**src/rtl/systolic_feeder_if.sv**
```systemverilog
// Operand beat stream into the systolic feeder: one column of A and one
// row of B per beat, with valid/ready handshake and end-of-job marker.
interface systolic_feeder_if #(
  parameter int DW = 8
);
  logic          in_valid;
  logic          in_ready;
  logic [DW-1:0] in_a0;
  logic [DW-1:0] in_a1;
  logic [DW-1:0] in_b0;
  logic [DW-1:0] in_b1;
  logic          in_last;

  modport master (
    output in_valid, in_a0, in_a1, in_b0, in_b1, in_last,
    input  in_ready
  );

  modport slave (
    input  in_valid, in_a0, in_a1, in_b0, in_b1, in_last,
    output in_ready
  );
endinterface

```
**src/rtl/systolic_feeder.sv**
```systemverilog
// Operand sequencer for the 2x2 systolic MAC array: buffers a job of K beats,
// clears the accumulators, replays the beats with en_mac, waits for the array
// to settle and pulses done. Every output is driven straight from a flop.
module systolic_feeder #(
  parameter int DW      = 8,
  parameter int DEPTH   = 16,
  parameter int MAC_LAT = 1
) (
  input  logic                       clk,
  input  logic                       rst,
  systolic_feeder_if.slave           in_if,
  output logic [DW-1:0]              a0,
  output logic [DW-1:0]              a1,
  output logic [DW-1:0]              b0,
  output logic [DW-1:0]              b1,
  output logic                       en_mac,
  output logic                       acc_clr,
  output logic                       busy,
  output logic                       done,
  output logic [$clog2(DEPTH+1)-1:0] k_count
);

  localparam int KW  = $clog2(DEPTH + 1);
  localparam int AW  = (DEPTH > 1) ? $clog2(DEPTH) : 1;
  localparam int DCW = $clog2(MAC_LAT + 2);

  typedef enum logic [2:0] {
    S_LOAD,
    S_CLEAR,
    S_RUN,
    S_DRAIN,
    S_DONE
  } state_e;

  state_e           state_q, state_d;
  logic [AW-1:0]    wr_ptr_q, wr_ptr_d;
  logic [KW-1:0]    rd_ptr_q, rd_ptr_d;
  logic [KW-1:0]    k_count_q, k_count_d;
  logic [DCW-1:0]   drain_q, drain_d;
  logic [4*DW-1:0]  mem_q [DEPTH];
  logic [4*DW-1:0]  rd_beat;
  logic             accept;

  logic             in_ready_q;
  logic             busy_q, acc_clr_q, en_mac_q, done_q;
  logic [DW-1:0]    a0_q, a1_q, b0_q, b1_q;

  assign in_if.in_ready = in_ready_q;
  assign a0      = a0_q;
  assign a1      = a1_q;
  assign b0      = b0_q;
  assign b1      = b1_q;
  assign en_mac  = en_mac_q;
  assign acc_clr = acc_clr_q;
  assign busy    = busy_q;
  assign done    = done_q;
  assign k_count = k_count_q;

  // rd_ptr is 0 in CLEAR, so the same lookup serves the first RUN beat and the rest
  assign rd_beat = mem_q[rd_ptr_q[AW-1:0]];

  // Next-state, pointer and beat-count logic
  always_comb begin
    state_d   = state_q;
    wr_ptr_d  = wr_ptr_q;
    rd_ptr_d  = rd_ptr_q;
    k_count_d = k_count_q;
    drain_d   = drain_q;
    accept    = 1'b0;
    case (state_q)
      S_LOAD: begin
        accept = in_if.in_valid && in_ready_q;
        if (accept) begin
          wr_ptr_d  = wr_ptr_q + 1'b1;
          k_count_d = k_count_q + 1'b1;
          if (in_if.in_last || (k_count_q == KW'(DEPTH - 1))) begin
            state_d = S_CLEAR;
          end
        end
      end
      S_CLEAR: begin
        state_d  = S_RUN;
        rd_ptr_d = rd_ptr_q + 1'b1;
      end
      S_RUN: begin
        if (rd_ptr_q == k_count_q) begin
          state_d = (MAC_LAT == 0) ? S_DONE : S_DRAIN;
          drain_d = '0;
        end else begin
          rd_ptr_d = rd_ptr_q + 1'b1;
        end
      end
      S_DRAIN: begin
        if (drain_q == DCW'(MAC_LAT - 1)) begin
          state_d = S_DONE;
        end else begin
          drain_d = drain_q + 1'b1;
        end
      end
      S_DONE: begin
        state_d   = S_LOAD;
        wr_ptr_d  = '0;
        rd_ptr_d  = '0;
        k_count_d = '0;
      end
      default: state_d = S_LOAD;
    endcase
  end

  // State, pointers and counters
  always_ff @(posedge clk) begin
    if (rst) begin
      state_q   <= S_LOAD;
      wr_ptr_q  <= '0;
      rd_ptr_q  <= '0;
      k_count_q <= '0;
      drain_q   <= '0;
    end else begin
      state_q   <= state_d;
      wr_ptr_q  <= wr_ptr_d;
      rd_ptr_q  <= rd_ptr_d;
      k_count_q <= k_count_d;
      drain_q   <= drain_d;
    end
  end

  // Operand buffer; contents are don't-care after reset
  always_ff @(posedge clk) begin
    if (accept) begin
      mem_q[wr_ptr_q] <= {in_if.in_a0, in_if.in_a1, in_if.in_b0, in_if.in_b1};
    end
  end

  // Registered outputs decoded from the next state so they align with it
  always_ff @(posedge clk) begin
    if (rst) begin
      in_ready_q <= 1'b1;
      busy_q     <= 1'b0;
      acc_clr_q  <= 1'b0;
      en_mac_q   <= 1'b0;
      done_q     <= 1'b0;
      a0_q       <= '0;
      a1_q       <= '0;
      b0_q       <= '0;
      b1_q       <= '0;
    end else begin
      in_ready_q <= (state_d == S_LOAD);
      busy_q     <= (state_d != S_LOAD);
      acc_clr_q  <= (state_d == S_CLEAR);
      en_mac_q   <= (state_d == S_RUN);
      done_q     <= (state_d == S_DONE);
      if (state_d == S_RUN) begin
        {a0_q, a1_q, b0_q, b1_q} <= rd_beat;
      end else begin
        {a0_q, a1_q, b0_q, b1_q} <= '0;
      end
    end
  end

endmodule

```
**src/flat_wrapper.sv**
```systemverilog
// flat-port wrapper written by rule: the top's interface ports become plain ports
module systolic_feeder_flat 
#(
  parameter int DW      = 8,
  parameter int DEPTH   = 16,
  parameter int MAC_LAT = 1
)
  (clk, rst, a0, a1, b0, b1, en_mac, acc_clr, busy, done, k_count, in_if_in_valid, in_if_in_a0, in_if_in_a1, in_if_in_b0, in_if_in_b1, in_if_in_last, in_if_in_ready);
  systolic_feeder_if #(.DW(DW)) in_if_i ();
  input  logic clk;
  input  logic rst;
  output logic [DW-1:0] a0;
  output logic [DW-1:0] a1;
  output logic [DW-1:0] b0;
  output logic [DW-1:0] b1;
  output logic en_mac;
  output logic acc_clr;
  output logic busy;
  output logic done;
  output logic [$clog2(DEPTH+1)-1:0] k_count;
  input wire logic [$bits(in_if_i.in_valid)-1:0] in_if_in_valid;
  input wire logic [$bits(in_if_i.in_a0)-1:0] in_if_in_a0;
  input wire logic [$bits(in_if_i.in_a1)-1:0] in_if_in_a1;
  input wire logic [$bits(in_if_i.in_b0)-1:0] in_if_in_b0;
  input wire logic [$bits(in_if_i.in_b1)-1:0] in_if_in_b1;
  input wire logic [$bits(in_if_i.in_last)-1:0] in_if_in_last;
  output wire logic [$bits(in_if_i.in_ready)-1:0] in_if_in_ready;
  assign in_if_i.in_valid = in_if_in_valid;
  assign in_if_i.in_a0 = in_if_in_a0;
  assign in_if_i.in_a1 = in_if_in_a1;
  assign in_if_i.in_b0 = in_if_in_b0;
  assign in_if_i.in_b1 = in_if_in_b1;
  assign in_if_i.in_last = in_if_in_last;
  assign in_if_in_ready = in_if_i.in_ready;
  systolic_feeder #(.DW(DW), .DEPTH(DEPTH), .MAC_LAT(MAC_LAT)) u_core (.clk(clk), .rst(rst), .in_if(in_if_i), .a0(a0), .a1(a1), .b0(b0), .b1(b1), .en_mac(en_mac), .acc_clr(acc_clr), .busy(busy), .done(done), .k_count(k_count));
endmodule
```
**config.mk**
```make
export PLATFORM = sky130hd
export DESIGN_NAME = systolic_feeder_flat
export DESIGN_NICKNAME = d
export VERILOG_FILES = /design/src/rtl/systolic_feeder_if.sv /design/src/rtl/systolic_feeder.sv /design/src/flat_wrapper.sv
export SDC_FILE = /design/constraint.sdc
export NUM_CORES = 1
export LEC_CHECK = 0
export CAP_MARGIN = 25
export CORE_MARGIN = 1.5
export CORE_UTILIZATION = 46
export CTS_CLUSTER_DIAMETER = 120
export DETAILED_ROUTE_END_ITERATION = 10
export DONT_BUFFER_PORTS = 1
export GPL_TIMING_DRIVEN = 0
export PLACE_DENSITY = 0.64
export SYNTH_ARGS = -nofsm -noshare
export SYNTH_HDL_FRONTEND = slang
export SYNTH_SLANG_ARGS = --single-unit
```
**constraint.sdc**
```tcl
create_clock -name clk -period 3.8 [get_ports clk]
set_input_delay 0.76 -clock clk [delete_from_list [all_inputs] [get_ports clk]]
set_output_delay 0.76 -clock clk [all_outputs]
set_load 0.005 [all_outputs]
```
==> flow_summary.json, run 1 <==
{
  "synth-edff-count": 512,
  "power.leakage_nw": 7.45,
  "cp-start-kind": "register",
  "wl_mm": 43.7,
  "place.gp.congestion": 0.760,
  "cts-buffers-inserted": 56,
  "synth_cell_type_count": 40,
  "area_growth_pct": 14.9,
  "grt_util_all_layers_pct": 19.1,
  "dp_slack_ns": 0.797,
  "finalHoldViolations": 0,
  "drtIter0Drc": 907,
  "ctsResizeCount": 0,
  "yosysTopAreaCell": "edfxtp_1",
  "layout.area.seq_sq_um": 16500,
  "path_class": "reg2reg",
  "ys_seq_elements": 568,
  "num_rows": 78,
  "slew-limit-headroom_pct": 40.5,
  "core_sq_um": 45300,
  "io-pin-count": 78,
  "cap_violations": 0,
  "dieHeight_microns": 217,
  "synth_most_common_cell": "edfxtp_1",
  "cts_setup_buffers": 0,
  "drtAntennaViolNets": 0,
  "crit_path_end_kind": "register",
  "status": "finished clean",
  "antennaDiodeCount": 0,
  "syn_area_sq_um": 21100,
  "die-width_microns": 217,
  "syn_avg_cell_area_sq_um": 21.7,
  "ir_worst_vdd_mv": 0.345,
  "via_per_inst": 5.72,
  "cts_max_level": 2,
  "cp_max_fo": 13,
  "crit_arrival_ns": 3.20,
  "grt-ovfl-total": 0,
  "cts_tree": "done",
  "grt_pass1_vias": 10100,
  "finalClockSkew_ns": 0.0164,
  "yosysTopAreaCellShare_pct": 73.0,
  "clkTransAtPathRegs_ns": 0.06,
  "synth_area_leaders": "edfxtp_1 (73%), mux4_2 (14%), dfxtp_1 (5.3%)",
  "rsz0062_at_grt": "false",
  "fp.dieArea_sq_um": 47100,
  "start_util_pct": 46.5,
  "hold_path.class": "in2reg",
  "setup_ws_ns": 0.907,
  "reg2regPathDepth": 7,
  "yosys_most_used_dff": "edfxtp_1",
  "min_path_cells": 1,
  "power-per-cell-area_nw_per_um2": 545,
  "cts_root_buffer": "clkbuf_16",
  "drt_drc_violations_left": 0,
  "ys_warn_count": 0,
  "dp_hpwl_mm": 27.7,
  "wl_per_cell_microns": 25.7,
  "antenna_found_initial": 0,
  "cts.sinks": 568,
  "clk_latency_ns": 0.61,
  "drv_slew": 0,
  "synth_common_cells": "edfxtp_1 (512), mux4_2 (128), a22oi_1 (64)",
  "holdWs_ns": 0.234,
  "finalSetupViolCount": 0,
  "fmax_mhz": 346,
  "cts_max_path_buffers": 3,
  "synth_nets": 1013,
  "portBuffers": 0,
  "final_util_pct": 53.4,
  "post-route-min-period_ns": 2.89,
  "vias": 9696,
  "grt_pass1_wl_mm": 65.3,
  "drive_gt1_share_pct": 25.9,
  "cts_hold_buf": 0,
  "fillers": 3463,
  "dpl_cell_area_sq_um": 22400,
  "num-nets-final": 1092,
  "worst_slew_pin_slew_ns": 0.892,
  "async_reset_ff_share_pct": 0,
  "grt_max_degree": 23,
  "required_ns": 4.11,
  "dr.pass1.iters": 5,
  "final_area_sq_um": 24200,
  "finalCritPeriodShare_pct": 76.1,
  "seq_area_frac_synth_pct": 78.4,
  "netlist_instances": 969,
  "multi_input_area_sq_um": 4350
}
cell usage in the layout (no fill, tap or decap), types with 2 or more instances in the layout:
cell type / n
edfxtp_1: 512
nor3b_1: 2
clkinv_2: 14
and2_1: 2
bufinv_16: 4
nor3_4: 3
nor2_1: 14
dfxtp_1: 56
nor2b_1: 2
buf_6: 10
buf_8: 3
clkbuf_1: 36
clkbuf_8: 7
and3_1: 4
clkbuf_16: 56
a22oi_1: 64
xor2_1: 6
inv_1: 7
xnor2_1: 8
nand3b_1: 2
clkinv_1: 10
nand2b_1: 4
nand2_1: 13
nand4_1: 3
a21oi_1: 38
nand3_1: 7
nor2_4: 12
buf_12: 10
buf_4: 5
o21ai_1: 3
ha_1: 8
buf_2: 16
mux4_2: 128
o211ai_1: 2
buf_16: 6
sequential cells by signal, indices dropped and copies added, names as in the netlist:
register / flops
u_core.wr_ptr_q: 4
u_core.k_count: 5
u_core.en_mac: 1
u_core.drain_q: 2
u_core.mem_q: 512
u_core.in_if.in_ready: 1
u_core.busy: 1
u_core.acc_clr: 1
u_core.rd_ptr_q: 5
u_core.a1: 8
u_core.b0: 8
u_core.a0: 8
u_core.b1: 8
u_core.done: 1
u_core.state_q: 3
area by class of cell:
cell class                      count  area share [%]
Sequential cell                   568            68.2
Multi-Input combinational cell    338            18.0
Clock buffer                       74            6.36
Tap cell                          600            3.10
Timing Repair Buffer               21            1.79
Buffer                             55            1.26
Clock inverter                     32            1.16
Inverter                            8           0.124
through the flow:
stage                     std cells  setup TNS (ns)  total power, mW
final                          1696               0             13.2
after global routing           1696               0             13.6
after CTS                      1696               0             13.3
after detailed placement       1590               0             7.90
after global placement         1569         -455.27             7.84
after floorplan                 969               0             7.63
final timing paths:
path | start | end | slack, ns
max | u_core.state_q[0] | u_core.mem_q[1][3] | 0.91
min reg2reg | u_core.drain_q[0] | u_core.drain_q[0] | 0.48
min | rst | u_core.state_q[1] | 0.23
max reg2reg | u_core.state_q[0] | u_core.mem_q[1][3] | 0.91
power breakdown:
part	leakage, nW	internal (mW)	switching (mW)
combinational	1.47	0.324	0.414
sequential	5.07	6.96	0.0589
clock	0.906	3.13	2.31
total	7.45	10.4	2.78
critical path: stages, from the launching register on:
cell and delay [ns]:
dfxtp_1 0.38, nor2_2 0.26, and4b_1 0.32, buf_2 0.26
nand2_1 0.26, nor3_4 0.70, buf_16 0.23, buf_16 0.16
metal layers:
| metal | wire length (microns) | global-route usage [%] | vias to the layer above |
|---|---|---|---|
| li1 | - | - | 4194 |
| met2 | 21300 | 31.2 | 292 |
| met1 | 18900 | 26.6 | 5138 |
| met4 | 882 | 5.46 | 0 |
| met5 | 0 | 0 | - |
| met3 | 2570 | 3.38 | 72 |
kinds of logic (layout without fill, tap and decap cells):
family	after synthesis	after routing	share of synthesized area (%)
adder cells (fa/ha/maj)	8	8	0.475
XOR/XNOR	14	14	0.582
AND/OR/NAND/NOR	78	78	1.89
buffers and inverters	63	190	1.59
multiplexers	128	128	13.7
flip-flops	568	568	78.4
AO/OA/AOI/OAI	110	110	3.42
(Power assumes the default switching activity.)
==> run 2, diff against run 1 <==
ABC_AREA = 1   (was default)
clock period = 2.6 ns   (was 3.8 ns; I/O delays follow)
==> run 2 against run 1 <==
Against the previous run:
- design area increased by 11%
- synthesized area increased by 9.3%
- core utilization up 1.1 points
- critical path type unchanged
- clock power is 52% higher
==> flow_summary.json, run 2 <==
{
  "status": "finished clean",
  "ys_warn_count": 0,
  "cp_max_fo": 18,
  "crit_path_end_kind": "register",
  "crit_start": "u_core.state_q[0]",
  "ys_seq_elements": 568,
  "final_common_cell": "nand2_1",
  "die-width_microns": 227,
  "vias": 15700,
  "slowest_delay_ns": 0.60,
  "cp-start-kind": "register",
  "seqPwrFrac_pct": 47.5,
  "finalHoldViolations": 0,
  "cts_max_path_buffers": 3,
  "reg2regPathDepth": 6,
  "yosys_most_used_dff": "edfxtp_1",
  "num_rows": 81,
  "num-nets-final": 2306,
  "path_class": "reg2reg",
  "portBuffers": 0,
  "start_util_pct": 46.8,
  "grt_max_degree": 21,
  "layout.area.seq_sq_um": 16500,
  "netlist_instances": 2141,
  "drtAntennaViolNets": 0,
  "dp_hpwl_mm": 39.6,
  "power.leakage_nw": 10.5,
  "drive_gt1_share_pct": 8.43,
  "worst_slew_pin_slew_ns": 1.05,
  "power-per-cell-area_nw_per_um2": 803,
  "slew-limit-headroom_pct": 30.2,
  "setup_ws_ns": 0.159,
  "grt_util_all_layers_pct": 24.0,
  "fp.dieArea_sq_um": 51400,
  "drv_slew": 0,
  "crit_arrival_ns": 2.74,
  "antenna_found_initial": 2,
  "wl_per_cell_microns": 20.4,
  "cts-buffers-inserted": 58,
  "worstReg2RegStart": "u_core.state_q[0]",
  "p_int_mw": 15.9,
  "io-pin-count": 78,
  "switching_share_pct": 26.3,
  "synth_common_cells": "nand2_1 (660), edfxtp_1 (512), nor2_1 (426)",
  "syn_area_sq_um": 23000,
  "seq_area_frac_synth_pct": 71.7,
  "hold_path.class": "in2reg",
  "wl_mm": 60.7,
  "power.share.clock_pct": 38.3,
  "syn_avg_cell_area_sq_um": 10.7,
  "clkTransAtPathRegs_ns": 0.06,
  "fillers": 4139,
  "place.gp.congestion": 0.825,
  "multi_input_area_sq_um": 5690,
  "grt-ovfl-total": 0,
  "cts_max_level": 2,
  "drt_drc_violations_left": 0,
  "grt_pass1_vias": 15200,
  "via_per_inst": 5.26,
  "post-route-min-period_ns": 2.44,
  "dieHeight_microns": 227,
  "comb_power_share_pct": 14.1,
  "slowest_stage": "nor2_4",
  "ctsResizeCount": 0,
  "largest_reg_flops": 512,
  "path_cells": "nor2_2, inv_1, nor2_2, nand2_1, nor2_4, buf_16",
  "synth_most_common_cell": "nand2_1",
  "cts.sinks": 568,
  "grt_pass1_wl_mm": 90.7,
  "finalClockSkew_ns": 0.0307,
  "clk_latency_ns": 0.62,
  "cts_tree": "done",
  "ir_worst_vdd_mv": 0.602,
  "cts_root_buffer": "clkbuf_16",
  "area_growth_pct": 16.5,
  "yosysTopAreaCellShare_pct": 66.8,
  "dp_slack_ns": 0.0394,
  "drtIter0Drc": 1764,
  "power_mw": 21.5,
  "synth_cell_type_count": 27,
  "synth-edff-count": 512,
  "dr.pass1.iters": 5,
  "synth_nets": 2185,
  "fmax_mhz": 410,
  "critPathMostFrequentCell": "nor2_2",
  "async_reset_ff_share_pct": 0,
  "p_switching_mw": 5.67,
  "endpoint": "u_core.mem_q[8][22]",
  "synth_area_leaders": "edfxtp_1 (67%), nand2_1 (11%), nor2_1 (6.9%)",
  "layout_common_cells": "nand2_1 (660), edfxtp_1 (512), nor2_1 (410)",
  "core_sq_um": 49200,
  "reg2reg_to": "u_core.mem_q[8][22]",
  "rsz0062_at_grt": "false",
  "cap_violations": 0,
  "finalCritPeriodShare_pct": 93.9,
  "regMostFlops": "u_core.mem_q",
  "required_ns": 2.90,
  "yosysTopAreaCell": "edfxtp_1",
  "finalSetupViolCount": 0,
  "rrSetupSlack_ns": 0.16
}
[run 2: cell types whose count changed after synthesis, sizes merged, moves of 8 or more]
cell and delta:
xnor2 -8, mux4 -128, inv +91, nand2 +648, o21ai +130, nand3 +76, buf +43, nor2 +401
a22oi -64, clkbuf +8
[run 2: area by class of cell]
| cell class | count | share of cell area, % |
|---|---|---|
| Sequential cell | 568 | 61.5 |
| Multi-Input combinational cell | 1368 | 21.2 |
| Clock buffer | 98 | 6.62 |
| Timing Repair Buffer | 61 | 3.53 |
| Tap cell | 664 | 3.10 |
| Buffer | 106 | 2.12 |
| Inverter | 99 | 1.40 |
| Clock inverter | 12 | 0.443 |
| Antenna cell | 1 | 0.00933 |
[run 2: cell families after synthesis]
group | synth area share, %
and+or+nand+nor | 19.9
DFF | 71.7
buffers and inverters | 4.10
AOI/OAI and AO/OA | 3.88
adders and majority gates | 0.435
xor gates and xnor gates | 0.0381
[run 2: how the worst min path moves through the flow]
stage / startpoint / end / slack, ns / cells past startpoint
2_1_floorplan: u_core.rd_ptr_q[4] / u_core.rd_ptr_q[4] / 0.47 / 2
3_3_place_gp: u_core.rd_ptr_q[4] / u_core.rd_ptr_q[4] / 0.49 / 2
3_5_place_dp: u_core.rd_ptr_q[4] / u_core.rd_ptr_q[4] / 0.49 / 2
4_1_cts: in_if_in_last / u_core.acc_clr / 0.08 / 2
5_1_grt: in_if_in_last / u_core.acc_clr / 0.13 / 2
6_report: in_if_in_last / u_core.acc_clr / 0.1 / 2
[run 2: critical path, delay by kind of cell, from the launching register on]
family,cells,cell delay (ns)
AND/OR/NAND/NOR,4,1.45
flip-flops,1,0.34
buffers and inverters,2,0.31
[run 2: per-stage QoR]
stage	util, %	setup TNS, ns	hold WS (ns)	area (sq um)	cells
final	54.5	0	0.0954	26800	2977
after global routing	54.5	0	0.130	26800	2977
after CTS	54.1	0	0.0816	26600	2964
after detailed placement	49.6	0	0.495	24400	2821
after global placement	48.5	-741.93	0.486	23900	2805
after floorplan	-	-90.28	0.466	23000	2141
[run 2: power by group through the flow]
stage | Sequential (mW) | Combinational [mW] | Clock (mW)
detailed placement | 10.4 | 2.85 | 0
global placement | 10.4 | 2.76 | 0
finish | 10.2 | 3.04 | 8.25
CTS | 10.2 | 3.02 | 8.34
global route | 10.3 | 3.37 | 8.67
floorplan | 10.4 | 1.87 | 0
[run 2: routing by layer]
metal | global-route usage, % | up-vias | part of all wire (%)
li1 | - | 7356 | -
met1 | 32.2 | 7497 | 41
met2 | 39.0 | 696 | 47
met3 | 3.78 | 117 | 8.6
met4 | 9.81 | 2 | 2.9
met5 | 0 | - | 0.020
[run 2: what timing repair did]
item,4_1_cts,5_1_grt
buffers inserted,0,12
setup endpoints to repair,0,112
hold buffers,33,0
hold endpoints to repair,514,0
==> run 3, diff against run 2 <==
CORE_MARGIN = default   (was 1.5)
RECOVER_POWER = 25   (was default)
==> run 3 against run 2 <==
Against the previous run:
- global-route usage rose by 0.076 points
- core utilization fell by 0.071 points
- combinational power barely moved
- largest cell class unchanged
==> flow_summary.json, run 3 (same netlist as run 2, synthesis figures left out) <==
{
  "crit_path_end_kind": "register",
  "worst_slew_pin_slew_ns": 0.941,
  "vias": 15700,
  "status": "finished clean",
  "setup_ws_ns": 0.166,
  "min_path_cells": 2,
  "finalHoldViolations": 0,
  "drtIter0Drc": 1752,
  "num_rows": 81,
  "num-nets-final": 2313,
  "cap_violations": 0,
  "required_ns": 2.89,
  "dr.pass1.iters": 6,
  "core_sq_um": 49200,
  "path_class": "reg2reg",
  "grt_max_degree": 21,
  "power-per-cell-area_nw_per_um2": 790,
  "clk_latency_ns": 0.61,
  "fin_cells": 2976,
  "finalSetupViolCount": 0,
  "rsz0062_at_grt": "true",
  "fp.dieArea_sq_um": 50900,
  "place.gp.congestion": 0.832,
  "worstReg2RegStart": "u_core.state_q[0]",
  "layout_common_cells": "nand2_1 (660), edfxtp_1 (512), nor2_1 (410)",
  "dp_hpwl_mm": 39.2,
  "power.leakage_nw": 10.4,
  "holdWs_ns": 0.0872,
  "power_mw": 21.2,
  "ir_worst_vdd_mv": 0.554,
  "cts-buffers-inserted": 56,
  "cp_max_fo": 20,
  "hold_path.class": "in2reg",
  "grt_pass1_wl_mm": 89.7,
  "portBuffers": 0,
  "post-route-min-period_ns": 2.43,
  "io-pin-count": 78,
  "finalCritPeriodShare_pct": 93.6,
  "cts_tree": "done",
  "rrSetupSlack_ns": 0.17,
  "drive_gt1_share_pct": 8.31,
  "cp-start-kind": "register",
  "clkTransAtPathRegs_ns": 0.06,
  "antenna_found_initial": 1,
  "largest_reg_flops": 512,
  "drtAntennaViolNets": 0,
  "dp_cells": 2821,
  "reg2regPathDepth": 6,
  "hold_end": "u_core.acc_clr",
  "final_common_cell": "nand2_1",
  "wl_per_cell_microns": 20.6,
  "via_per_inst": 5.29,
  "finalClockSkew_ns": 0.0161,
  "die-width_microns": 226,
  "fillers": 4121,
  "grt_pass1_vias": 14900,
  "fmax_mhz": 411,
  "regMostFlops": "u_core.mem_q",
  "drt_drc_violations_left": 0,
  "area_growth_pct": 16.3,
  "min_from": "in_if_in_last",
  "start_util_pct": 46.8,
  "cts_max_level": 2,
  "grt-ovfl-total": 0,
  "dp_slack_ns": -0.0108,
  "slew-limit-headroom_pct": 37.3,
  "crit_arrival_ns": 2.73,
  "drv_slew": 0,
  "wl_mm": 61.4,
  "grt_util_all_layers_pct": 24.1,
  "cts.sinks": 568,
  "cts_root_buffer": "clkbuf_16",
  "reg2reg_to": "u_core.mem_q[0][2]",
  "ctsResizeCount": 0,
  "cts_max_path_buffers": 3,
  "dieHeight_microns": 226
}
run 3: how the worst max path moves through the flow:
stage	startpoint	to	slack, ns	cells past startpoint
finish	u_core.state_q[0]	u_core.mem_q[0][2]	0.17	6
global route	u_core.state_q[0]	u_core.mem_q[0][2]	-0.06	6
CTS	u_core.state_q[0]	u_core.mem_q[7][18]	0.04	6
detailed placement	in_if_in_valid	u_core.mem_q[7][25]	-0.01	5
global placement	in_if_in_valid	u_core.mem_q[6][26]	-1.92	4
floorplan	in_if_in_valid	u_core.mem_q[11][0]	-0.22	4
run 3: routing by layer:
metal	share of wire, %	GRT usage, %
met4	3.0	8.47
met1	42	32.6
met3	8.3	3.77
met2	47	39.4
met5	0	0
run 3: timing repair:
item,CTS,global route
buffers inserted,0,19
hold endpoints to repair,508,0
hold buffers,35,0
endpoints found under the setup margin,0,238
run 3: stage by stage:
step / TNS, ns / util [%] / cell area, sq um
6_report: 0 / 54.5 / 26800
3_5_place_dp: -0.105 / 49.6 / 24400
4_1_cts: 0 / 53.8 / 26500
3_3_place_gp: -761.54 / 48.5 / 23900
5_1_grt: -1.96 / 54.5 / 26800
2_1_floorplan: -90.28 / - / 23000
run 3: critical path, cell delays in order (launching register included):
cell and delay [ns]:
dfxtp_1 0.34, nor2_2 0.16, inv_1 0.06, nor2_2 0.38
nand2_1 0.38, nor2_4 0.50, buf_12 0.27
run 3: cell type report:
cell class	count	area, sq um	area share (%)
Clock buffer	80	1580	5.91
Clock inverter	20	163	0.608
Sequential cell	568	16500	61.6
Tap cell	664	831	3.10
Buffer	106	569	2.13
Multi-Input combinational cell	1368	5690	21.3
Timing Repair Buffer	70	1060	3.97
Antenna cell	1	2.50	0.00935
Inverter	99	374	1.40
run 3: power by group:
group | switching (mW) | internal, mW
clock | 3.36 | 4.49
sequential | 0.0766 | 10.2
combinational | 2.19 | 0.883
total | 5.63 | 15.5
